## src/rtl/assist_pkg.sv

```systemverilog
// Shared types and constants for the assistive-actuator arbiter.
package assist_pkg;

  typedef enum logic [1:0] {
    StIdle,
    StIssue,
    StWaitDone,
    StCooldown
  } state_e;

  localparam int unsigned REQ_EMERG = 3;
  localparam int unsigned NUM_REQ   = 4;
  localparam int unsigned CMD_W     = 4;

  // Round-robin pointer only ever holds 0..2.
  function automatic logic [1:0] inc_mod3(input logic [1:0] v);
    return (v >= 2'd2) ? 2'd0 : v + 2'd1;
  endfunction

endpackage

```

## src/rtl/assist_actuator_arbiter_rr_pick3.sv

```systemverilog
// Combinational round-robin pick among requesters 0..2, starting at ptr_i.
module rr_pick3
  import assist_pkg::*;
(
  input  logic [2:0] req_i,
  input  logic [1:0] ptr_i,
  output logic [2:0] win_o,
  output logic       found_o
);

  logic [1:0] c0, c1, c2;

  assign c0 = (ptr_i > 2'd2) ? 2'd0 : ptr_i;
  assign c1 = inc_mod3(c0);
  assign c2 = inc_mod3(c1);

  always_comb begin
    win_o   = '0;
    found_o = 1'b0;
    if (req_i[c0]) begin
      win_o[c0] = 1'b1;
      found_o   = 1'b1;
    end else if (req_i[c1]) begin
      win_o[c1] = 1'b1;
      found_o   = 1'b1;
    end else if (req_i[c2]) begin
      win_o[c2] = 1'b1;
      found_o   = 1'b1;
    end
  end

endmodule

```

## src/rtl/assist_actuator_arbiter.sv

```systemverilog
// Shares one actuator among four requesters: fixed-priority emergency, round-robin
// for the rest, valid/ready issue, done-or-timeout wait and a fixed cooldown.
module assist_actuator_arbiter
  import assist_pkg::*;
#(
  parameter int unsigned TIMEOUT_CYCLES = 64,
  parameter int unsigned COOL_CYCLES    = 4
) (
  input  logic                     clk,
  input  logic                     reset,
  input  logic [NUM_REQ-1:0]       req,
  input  logic [NUM_REQ*CMD_W-1:0] cmd_flat,
  input  logic                     act_ready,
  input  logic                     act_done,
  output logic [NUM_REQ-1:0]       grant,
  output logic                     act_valid,
  output logic [CMD_W-1:0]         act_cmd,
  output logic                     busy,
  output logic                     timeout_err,
  output logic [NUM_REQ-1:0]       led
);

  localparam int unsigned TimerW = $clog2(TIMEOUT_CYCLES);
  localparam int unsigned CoolW  = $clog2(COOL_CYCLES + 1);

  state_e             state_q, state_d;
  logic [NUM_REQ-1:0] grant_q, grant_d;
  logic [CMD_W-1:0]   cmd_q, cmd_d;
  logic [NUM_REQ-1:0] led_q, led_d;
  logic               err_q, err_d;
  logic [1:0]         ptr_q, ptr_d;
  logic [TimerW-1:0]  timer_q, timer_d;
  logic [CoolW-1:0]   cool_q, cool_d;

  logic [2:0] rr_win;
  logic       rr_found;

  rr_pick3 u_rr_pick3 (
    .req_i   (req[2:0]),
    .ptr_i   (ptr_q),
    .win_o   (rr_win),
    .found_o (rr_found)
  );

  always_comb begin
    state_d = state_q;
    grant_d = grant_q;
    cmd_d   = cmd_q;
    led_d   = led_q;
    err_d   = 1'b0;
    ptr_d   = ptr_q;
    timer_d = timer_q;
    cool_d  = cool_q;
    unique case (state_q)
      StIdle: begin
        if (req[REQ_EMERG]) begin
          grant_d = 4'b1000;
          cmd_d   = cmd_flat[REQ_EMERG*CMD_W +: CMD_W];
          state_d = StIssue;
        end else if (rr_found) begin
          grant_d = {1'b0, rr_win};
          state_d = StIssue;
          unique case (1'b1)
            rr_win[0]: begin cmd_d = cmd_flat[0 +: CMD_W];       ptr_d = 2'd1; end
            rr_win[1]: begin cmd_d = cmd_flat[CMD_W +: CMD_W];   ptr_d = 2'd2; end
            rr_win[2]: begin cmd_d = cmd_flat[2*CMD_W +: CMD_W]; ptr_d = 2'd0; end
            default: ;
          endcase
        end
      end
      StIssue: begin
        // Acceptance beats a simultaneous emergency preemption.
        if (act_ready) begin
          led_d   = grant_q;
          timer_d = '0;
          state_d = StWaitDone;
        end else if (!grant_q[REQ_EMERG] && req[REQ_EMERG]) begin
          grant_d = '0;
          state_d = StIdle;
        end
      end
      StWaitDone: begin
        if (act_done) begin
          grant_d = '0;
          cool_d  = '0;
          state_d = StCooldown;
        end else if (timer_q == TimerW'(TIMEOUT_CYCLES - 1)) begin
          grant_d = '0;
          cool_d  = '0;
          err_d   = 1'b1;
          state_d = StCooldown;
        end else begin
          timer_d = timer_q + TimerW'(1);
        end
      end
      StCooldown: begin
        if (cool_q == CoolW'(COOL_CYCLES - 1)) begin
          state_d = StIdle;
        end else begin
          cool_d = cool_q + CoolW'(1);
        end
      end
      default: state_d = StIdle;
    endcase
  end

  always_ff @(posedge clk or posedge reset) begin
    if (reset) begin
      state_q <= StIdle;
      grant_q <= '0;
      cmd_q   <= '0;
      led_q   <= '0;
      err_q   <= 1'b0;
      ptr_q   <= 2'd0;
      timer_q <= '0;
      cool_q  <= '0;
    end else begin
      state_q <= state_d;
      grant_q <= grant_d;
      cmd_q   <= cmd_d;
      led_q   <= led_d;
      err_q   <= err_d;
      ptr_q   <= ptr_d;
      timer_q <= timer_d;
      cool_q  <= cool_d;
    end
  end

  assign grant       = grant_q;
  assign act_valid   = (state_q == StIssue);
  assign act_cmd     = cmd_q;
  assign busy        = (state_q != StIdle);
  assign timeout_err = err_q;
  assign led         = led_q;

endmodule

```

## config.mk

```make
export PLATFORM = sky130hd
export DESIGN_NAME = assist_actuator_arbiter
export DESIGN_NICKNAME = d
export VERILOG_FILES = /design/src/rtl/assist_pkg.sv /design/src/rtl/assist_actuator_arbiter_rr_pick3.sv /design/src/rtl/assist_actuator_arbiter.sv
export SDC_FILE = /design/constraint.sdc
export NUM_CORES = 1
export LEC_CHECK = 0
export ABC_AREA = 1
export CAP_MARGIN = 20
export CORE_MARGIN = 2
export CORE_UTILIZATION = 45
export CTS_CLUSTER_SIZE = 8
export DETAILED_ROUTE_END_ITERATION = 10
export PLACE_DENSITY_LB_ADDON = 0.25
export SETUP_SLACK_MARGIN = 0.02
export SLEW_MARGIN = 25
export SYNTH_ARGS = -nofsm -noshare
export SYNTH_HDL_FRONTEND = slang
export SYNTH_HIERARCHICAL = 1
export SYNTH_SLANG_ARGS = --single-unit
```

## constraint.sdc

```tcl
create_clock -name clk -period 6.2 [get_ports clk]
set_input_delay 1.24 -clock clk [delete_from_list [all_inputs] [get_ports clk]]
set_output_delay 1.24 -clock clk [all_outputs]
set_load 0.01 [all_outputs]
```

==> results of run 1 <==
[path summary, 6_finish.rpt]
| path | endpoint | slack (ns) | from |
|---|---|---|---|
| setup / recovery | busy | 3.18 | state_q[0]$_DFFE_PP0P_ |
| hold / removal | led[3]$_DFFE_PP0P_ | 0.49 | led[3]$_DFFE_PP0P_ |
| setup reg to reg | act_cmd[1]$_DFFE_PP0P_ | 3.87 | ptr_q[0]$_DFFE_PP0P_ |
| hold reg to reg | led[3]$_DFFE_PP0P_ | 0.49 | led[3]$_DFFE_PP0P_ |
| max in group asynchronous | grant[1]$_DFFE_PP0P_ | 4.43 | reset |
| min in group asynchronous | timer_q[2]$_DFFE_PP0P_ | 1.35 | reset |
[power groups by stage]
stage	sequential [mW]	combinational, mW	clock [mW]
floorplan	0.281	0.440	0
CTS	0.274	0.633	0.113
finish	0.274	0.630	0.109
global placement	0.275	0.617	0
detailed placement	0.276	0.629	0
global route	0.283	0.730	0.120
[cell families after synthesis]
kind of cell               Yosys count
and+or+nand+nor                    166
buffers and inverters               34
DFF                                 26
AOI/OAI and AO/OA                   19
adders and majority gates           12
[worst reg2reg max path, cell delays in order, from the launching register on]
cell	delay, ns
dfrtp_1	0.42
inv_1	0.08
ha_1	0.35
inv_1	0.13
nand3_2	0.12
nand2_2	0.09
inv_1	0.05
nand2_1	0.07
nand2_1	0.05
nand2_1	0.17
nor2_2	0.11
nand2_1	0.10
nand2_1	0.06
a21oi_2	0.23
inv_2	0.08
nand2_1	0.07
nand2_1	0.05
[layout make-up]
| type | count | area [µm²] | area share |
|---|---|---|---|
| multi-input cells | 197 | 998 | 0.441 |
| clock buffers | 4 | 55.1 | 0.0243 |
| well taps | 48 | 60.1 | 0.0265 |
| inverters | 32 | 120 | 0.0530 |
| flip-flops and latches | 26 | 651 | 0.287 |
| repair buffers | 38 | 380 | 0.168 |
[metrics by stage]
stage	util	power, mW	std cells	hold slack (ns)	cell area [µm²]
global placement	0.590	0.892	341	0.463	2210
finish	0.605	1.01	345	0.491	2260
detailed placement	0.590	0.905	341	0.468	2210
CTS	0.605	1.02	345	0.489	2260
global route	0.605	1.13	345	0.519	2260
floorplan	-	0.721	257	0.451	1790
[metal layers]
metal | routed length [µm] | up-vias
met4 | 63 | 0
li1 | - | 884
met2 | 1730 | 45
met5 | 0 | -
met3 | 201 | 7
met1 | 1760 | 750
[cells in the mapped netlist (all sizes together)]
cell type | n | share of area
nand3 | 25 | 0.081
ha | 12 | 0.084
inv | 32 | 0.067
buf | 2 | 0.010
dfrtp | 26 | 0.36
and3 | 1 | 0.0042
a21oi | 3 | 0.010
nor2 | 18 | 0.046
nor3 | 2 | 0.0056
o21ai | 15 | 0.048
nand4 | 5 | 0.017
o21bai | 1 | 0.0042
and2 | 1 | 0.0049
nand2 | 112 | 0.24
or2 | 2 | 0.0070
[registers in the layout, indices dropped and copies added (netlist names), named ones only]
name	flops
act_cmd	4
state_q	1
grant	4
timer_q	6
led	4
cool_q	3
timeout_err	1
ptr_q	2
==> results.json, run 1 <==
{
  "cts_max_level": 1,
  "hold_buffers": 0,
  "cts.path.max_buffers": 2,
  "track_usage": 0.196,
  "fmax_mhz": 331,
  "fillers": 358,
  "drv_cap": 0,
  "crit_type": "flip-flop to output pin",
  "cts_root_buf": "clkbuf_8",
  "hpwl_um": 2930,
  "synth_area_per_cell_um2": 6.96,
  "grt_max_degree": 27,
  "layout_commonest_cell": "nand2_1",
  "hold_class": "flip-flop to flip-flop",
  "synth_mux_area_frac": 0,
  "globalRouteMet2Util": 0.329,
  "p_int_mw": 0.537,
  "dieArea_um2": 4490,
  "synth_compound_gate_area_share": 0.0630,
  "synth_area_um2": 1790,
  "met3_usage": 0.0389,
  "grt_antenna_before_repair": 0,
  "path_cells": "inv_1 -> ha_1 -> inv_1 -> clkdlybuf4s50_1",
  "cts_buffers": 3,
  "io_buffer_count": 38,
  "critPathCaptureType": "output pin",
  "drtAntennaViolNets": 0,
  "post-cts-setup-buffer-count": 0,
  "clkLatencyLatePin_ns": 0.27,
  "cts_num_sinks": 26,
  "dr.pass1.iters": 5,
  "nNetsFinal": 334,
  "cpMostUsedCell": "inv_1",
  "clk_pin_slew_worst_paths_ns": 0.08,
  "switching_share": 0.470,
  "wire_per_inst_um": 10.9,
  "power.share.clock": 0.108,
  "comb_power_share": 0.622,
  "fin_setup_tns_ns": 0,
  "antenna_cells": 0,
  "fp-row-count": 22,
  "hold_path_depth": 2,
  "die_height_um": 67.0,
  "route.vias.total": 1686,
  "pin_count": 39,
  "path_depth": 4,
  "fin_crit_sh": 0.487,
  "vias_per_cell": 4.89,
  "synth_seq_area_share": 0.364,
  "synthSimpleGateAreaFrac": 0.411,
  "synthAdderAreaFrac": 0.0840,
  "cp_max_fo": 7,
  "worst-path-buf-inv": 3,
  "status": "complete, no violations",
  "design.core.area_um2": 3740,
  "worstMarginPinSlew_ns": 0.897,
  "synth_top_family_by_area": "simple AND/OR/NAND/NOR gates",
  "cts_tree": "yes",
  "cp-start-kind": "flip-flop",
  "cp_slowest_cell": "clkdlybuf4s50_1",
  "place_congestion": 0.911,
  "wirelength_um": 3750,
  "critical_path.max_stage_delay_ns": 0.55,
  "synth_cell_types": 25,
  "hold_viol_final": 0,
  "met1_usage": 0.251,
  "grt_pass1_wl_um": 6820,
  "grt.overflow.total": 0,
  "final_cell_mix": "nand2_1, clkdlybuf4s50_1, inv_1",
  "rsz0062_at_grt": "false",
  "drive_gt1_frac": 0.0875,
  "cp_top_family": "buffers and inverters",
  "r2r_cells": 16,
  "drt_iter0_markers": 105,
  "synth-seq-cells": 26,
  "synth-xor-area-share": 0,
  "finalMaxSlewViolations": 0,
  "leakage_nw": 1.15,
  "fin_ws_ns": 3.18,
  "seqPwrFrac": 0.271,
  "grt_pass1_vias": 1612,
  "period_needed_ns": 3.02,
  "skew_ns": 0.00536,
  "die_w_um": 67.0,
  "power.density_nw_per_um2": 447,
  "dp_slack_ns": 2.89,
  "cts_resized": 0,
  "critPathArrivalTime_ns": 1.78,
  "ir_drop_mv": 0.220,
  "initial_utilization": 0.478,
  "gr-max-usage-layer": "met2",
  "power.switching_mw": 0.475,
  "drcViolationCount": 0,
  "max_slew_margin": 0.398,
  "required_ns": 4.96,
  "netlist_instances": 257,
  "ys_warn_count": 6,
  "setup_violations": 0,
  "synth_fp_nets": 293,
  "area_growth_pct": 26.7
}
(Power assumes the default switching activity.)
==> run 2: changes to the inputs <==
clock period = 3.1 ns   (was 6.2 ns; I/O delays follow)
==> results.json, run 2 (synthesis gave the netlist of run 1 again) <==
{
  "status": "complete, no violations",
  "antenna_cells": 0,
  "switching_share": 0.466,
  "cts.path.max_buffers": 2,
  "hold_class": "flip-flop to flip-flop",
  "cts_tree": "yes",
  "comb_power_share": 0.622,
  "finalMaxSlewViolations": 0,
  "track_usage": 0.189,
  "fin_setup_tns_ns": 0,
  "highest_layer": "met4",
  "required_ns": 2.48,
  "wl_met2_um": 1620,
  "skew_ns": 0.00238,
  "drt-met1-wl_um": 1780,
  "cp_max_fo": 7,
  "largest-register": "timer_q",
  "cts_num_sinks": 26,
  "io_buffer_count": 38,
  "rr_endpoint": "act_cmd[1]$_DFFE_PP0P_",
  "wirelength_um": 3690,
  "r2r_cells": 16,
  "clk_pin_slew_worst_paths_ns": 0.09,
  "dieArea_um2": 4490,
  "period_needed_ns": 2.40,
  "post-cts-setup-buffer-count": 0,
  "drt_iter0_markers": 124,
  "critPathArrivalTime_ns": 1.78,
  "final_cell_mix": "nand2_1, clkdlybuf4s50_1, inv_1",
  "cp-start-kind": "flip-flop",
  "place_congestion": 0.942,
  "critPathLaunch": "state_q[0]$_DFFE_PP0P_",
  "p_int_mw": 1.09,
  "drive_gt1_frac": 0.0936,
  "power.switching_mw": 0.951,
  "grt_max_degree": 27,
  "fin_crit_sh": 0.774,
  "fmax_mhz": 417,
  "power.share.clock": 0.107,
  "clkLatencyLatePin_ns": 0.27,
  "grt_pass1_vias": 1586,
  "crit_type": "flip-flop to output pin",
  "grt_pass1_wl_um": 6590,
  "route.vias.total": 1690,
  "leakage_nw": 1.16,
  "cts_buffers": 3,
  "hold_viol_final": 0,
  "vias_per_cell": 4.87,
  "crit_end": "busy",
  "rrSetupSlack_ns": 0.78,
  "largest_reg_flops": 6,
  "drtAntennaViolNets": 0,
  "die_height_um": 67.0,
  "initial_utilization": 0.478,
  "design.core.area_um2": 3740,
  "setup_violations": 0,
  "max_slew_margin": 0.782,
  "grt.overflow.total": 0,
  "dr.pass1.iters": 5,
  "power.density_nw_per_um2": 895,
  "rsz0062_at_grt": "false",
  "grt_antenna_before_repair": 0,
  "hpwl_um": 2890,
  "r2r-start": "ptr_q[0]$_DFFE_PP0P_",
  "wire_per_inst_um": 10.6,
  "pin_count": 39,
  "hold_buffers": 0,
  "worstMarginPinSlew_ns": 0.326,
  "cts_max_level": 1,
  "area_growth_pct": 27.5,
  "placed_area_um2": 2220,
  "route.met3.wl_um": 237,
  "drv_cap": 0,
  "die_w_um": 67.0,
  "drcViolationCount": 0,
  "nNetsFinal": 336,
  "ir_drop_mv": 0.456,
  "cts_root_buf": "clkbuf_8",
  "seqPwrFrac": 0.270,
  "fin_area_um2": 2280,
  "layout_commonest_cell": "nand2_1",
  "cts_resized": 0,
  "critPathCaptureType": "output pin",
  "fp-row-count": 22,
  "fillers": 360
}
-- run 2: cell types whose count changed in the layout (fill, tap and decap cells not counted), sizes merged --
cell,change
inv,+1
buf,+2
clkinv,-1
-- run 2: worst min-delay path by stage --
stage,startpoint,cells after the start,endpoint,slack [ns]
2_1_floorplan,cool_q[0]$_DFFE_PP0P_,1,cool_q[0]$_DFFE_PP0P_,0.45
3_3_place_gp,act_cmd[2]$_DFFE_PP0P_,2,act_cmd[2]$_DFFE_PP0P_,0.46
3_5_place_dp,led[1]$_DFFE_PP0P_,2,led[1]$_DFFE_PP0P_,0.47
4_1_cts,cool_q[0]$_DFFE_PP0P_,1,cool_q[0]$_DFFE_PP0P_,0.49
5_1_grt,cool_q[0]$_DFFE_PP0P_,1,cool_q[0]$_DFFE_PP0P_,0.52
6_report,cool_q[0]$_DFFE_PP0P_,1,cool_q[0]$_DFFE_PP0P_,0.48
-- run 2: power groups by stage --
stage	combinational [mW]	clock (mW)	sequential, mW
after floorplan	0.879	0	0.562
after global placement	1.25	0	0.554
after detailed placement	1.27	0	0.554
after CTS	1.28	0.226	0.551
after global routing	1.46	0.242	0.567
final	1.27	0.219	0.551
-- run 2: layout make-up --
cell class,instances,area [µm²],share of cell area
clock buffers,4,55.1,0.0241
well taps,48,60.1,0.0263
inverters,32,120,0.0527
multi-input cells,197,998,0.438
flip-flops and latches,26,651,0.285
repair buffers,40,395,0.173
-- run 2: metal layers --
| layer | track usage | vias to the layer above |
|---|---|---|
| met5 | 0 | - |
| met4 | 0.0536 | 0 |
| met3 | 0.0389 | 7 |
| met2 | 0.307 | 56 |
| met1 | 0.252 | 738 |
| li1 | - | 889 |
-- run 2: through the flow --
step	std cells	util	total power [mW]	setup WS (ns)	hold WS, ns
2_1_floorplan	257	-	1.44	1.08	0.451
3_3_place_gp	343	0.594	1.80	0.653	0.463
3_5_place_dp	343	0.594	1.83	0.537	0.466
4_1_cts	347	0.609	2.05	0.690	0.487
5_1_grt	347	0.609	2.27	0.538	0.515
6_report	347	0.609	2.04	0.702	0.484
-- run 2: critical path, stage by stage (launching register included) --
cell	delay (ns)
dfrtp_1	0.49
inv_1	0.10
ha_1	0.26
inv_1	0.10
clkdlybuf4s50_1	0.55
==> run 3: changes to the inputs <==
clock period = 2.1 ns   (was 3.1 ns; I/O delays follow)
==> results.json, run 3 (synthesis gave the netlist of run 1 again) <==
{
  "fp-row-count": 22,
  "wire_per_inst_um": 11.3,
  "layout_commonest_cell": "nand2_1",
  "cts_max_level": 1,
  "pin_count": 39,
  "area_growth_pct": 38.3,
  "design.core.area_um2": 3740,
  "fin_ws_ns": 0.102,
  "r2r_cells": 16,
  "power.density_nw_per_um2": 1460,
  "hold_class": "input port to async pin",
  "wirelength_um": 4070,
  "place_congestion": 0.944,
  "route.vias.total": 1755,
  "cts_buffers": 3,
  "hpwl_um": 3020,
  "cts_num_sinks": 26,
  "crit_type": "flip-flop to output pin",
  "cts.path.max_buffers": 2,
  "nNetsFinal": 348,
  "hold_viol_final": 0,
  "critPathArrivalTime_ns": 1.58,
  "fin_crit_sh": 0.952,
  "setup_violations": 0,
  "antenna_cells": 0,
  "required_ns": 1.68,
  "largest_reg_flops": 6,
  "io_buffer_count": 38,
  "critPathCaptureType": "output pin",
  "cp_max_fo": 2,
  "dr.pass1.iters": 6,
  "grt_max_degree": 27,
  "leakage_nw": 1.23,
  "track_usage": 0.200,
  "finalCoreUtilization": 0.661,
  "fmax_mhz": 500,
  "cts_root_buf": "clkbuf_8",
  "grt_antenna_before_repair": 0,
  "drt_iter0_markers": 130,
  "cp-start-kind": "flip-flop",
  "ir_drop_mv": 0.903,
  "drive_gt1_frac": 0.186,
  "finalMaxSlewViolations": 0,
  "largest-register": "timer_q",
  "dieArea_um2": 4490,
  "dp_slack_ns": -0.0823,
  "drv_cap": 0,
  "clk_pin_slew_worst_paths_ns": 0.09,
  "worstMarginPinSlew_ns": 0.340,
  "max_slew_margin": 0.773,
  "cts_tree": "yes",
  "placed_area_um2": 2290,
  "skew_ns": 0.00727,
  "grt.overflow.total": 0,
  "period_needed_ns": 2.00,
  "grt_pass1_vias": 1673,
  "power.total_mw": 3.61,
  "vias_per_cell": 4.89,
  "drcViolationCount": 0,
  "initial_utilization": 0.478,
  "die_w_um": 67.0,
  "status": "complete, no violations",
  "grt_pass1_wl_um": 6980,
  "fin_area_um2": 2470,
  "final_cell_mix": "nand2_1, clkdlybuf4s50_1, dfrtp_1",
  "clkLatencyLatePin_ns": 0.28,
  "hold_buffers": 0,
  "drtAntennaViolNets": 0,
  "die_height_um": 67.0
}
run 3: report_power, final:
group | switching (mW) | internal [mW] | leakage, nW
registers | 0.126 | 0.665 | 0.345
logic | 1.31 | 1.09 | 0.846
clock network | 0.163 | 0.255 | 0.0357
total | 1.60 | 2.01 | 1.23
run 3: final cells by class:
type / count / area [µm²]
clock buffers: 3 / 41.3
clock inverters: 1 / 30.0
fillers: 349 / 1270
inverters: 32 / 123
multi-input cells: 197 / 1080
flip-flops and latches: 26 / 652
well taps: 48 / 60.1
repair buffers: 52 / 489
run 3: worst max-delay path, stage by stage, from the launching register on:
cell             delay [ns]
dfrtp_1                0.37
inv_1                  0.08
ha_1                   0.20
inv_1                  0.10
clkdlybuf4s50_1        0.55
run 3: through the flow:
step,std cells,setup TNS (ns),hold WS [ns]
4_1_cts,358,0,0.487
6_report,359,0,0.480
2_1_floorplan,257,0,0.451
3_5_place_dp,352,-0.499,0.463
3_3_place_gp,352,-0.0192,0.462
5_1_grt,359,-0.123,0.520
run 3: metal layers:
layer  up-vias  GRT usage  part of all wire
met4         0     0.0689             0.013
met1       794      0.257              0.46
met2        42      0.334              0.48
met3         5     0.0355             0.047
li1        914          -                 -
met5         -          0                 0
run 3: path summary, 6_finish.rpt:
check                                      from                      to  slack (ns)
max                                   flip-flop                    busy        0.10
min                                       reset  timer_q[3]$_DFFE_PP0P_        0.48
max reg2reg                ptr_q[1]$_DFFE_PP0P_  act_cmd[1]$_DFFE_PP0P_        0.13
min reg2reg                  led[3]$_DFFE_PP0P_      led[3]$_DFFE_PP0P_        0.48
max in group asynchronous                 reset    ptr_q[1]$_DFFE_PP0P_        1.35
min in group clk             led[3]$_DFFE_PP0P_      led[3]$_DFFE_PP0P_        0.48
run 3: what timing repair did:
item                                    in CTS  in global routing
pin swaps                                    0                  5
resized for setup                            0                 24
setup buffers                                2                  1
hold endpoints to repair                     0                  0
endpoints found under the setup margin       5                 12
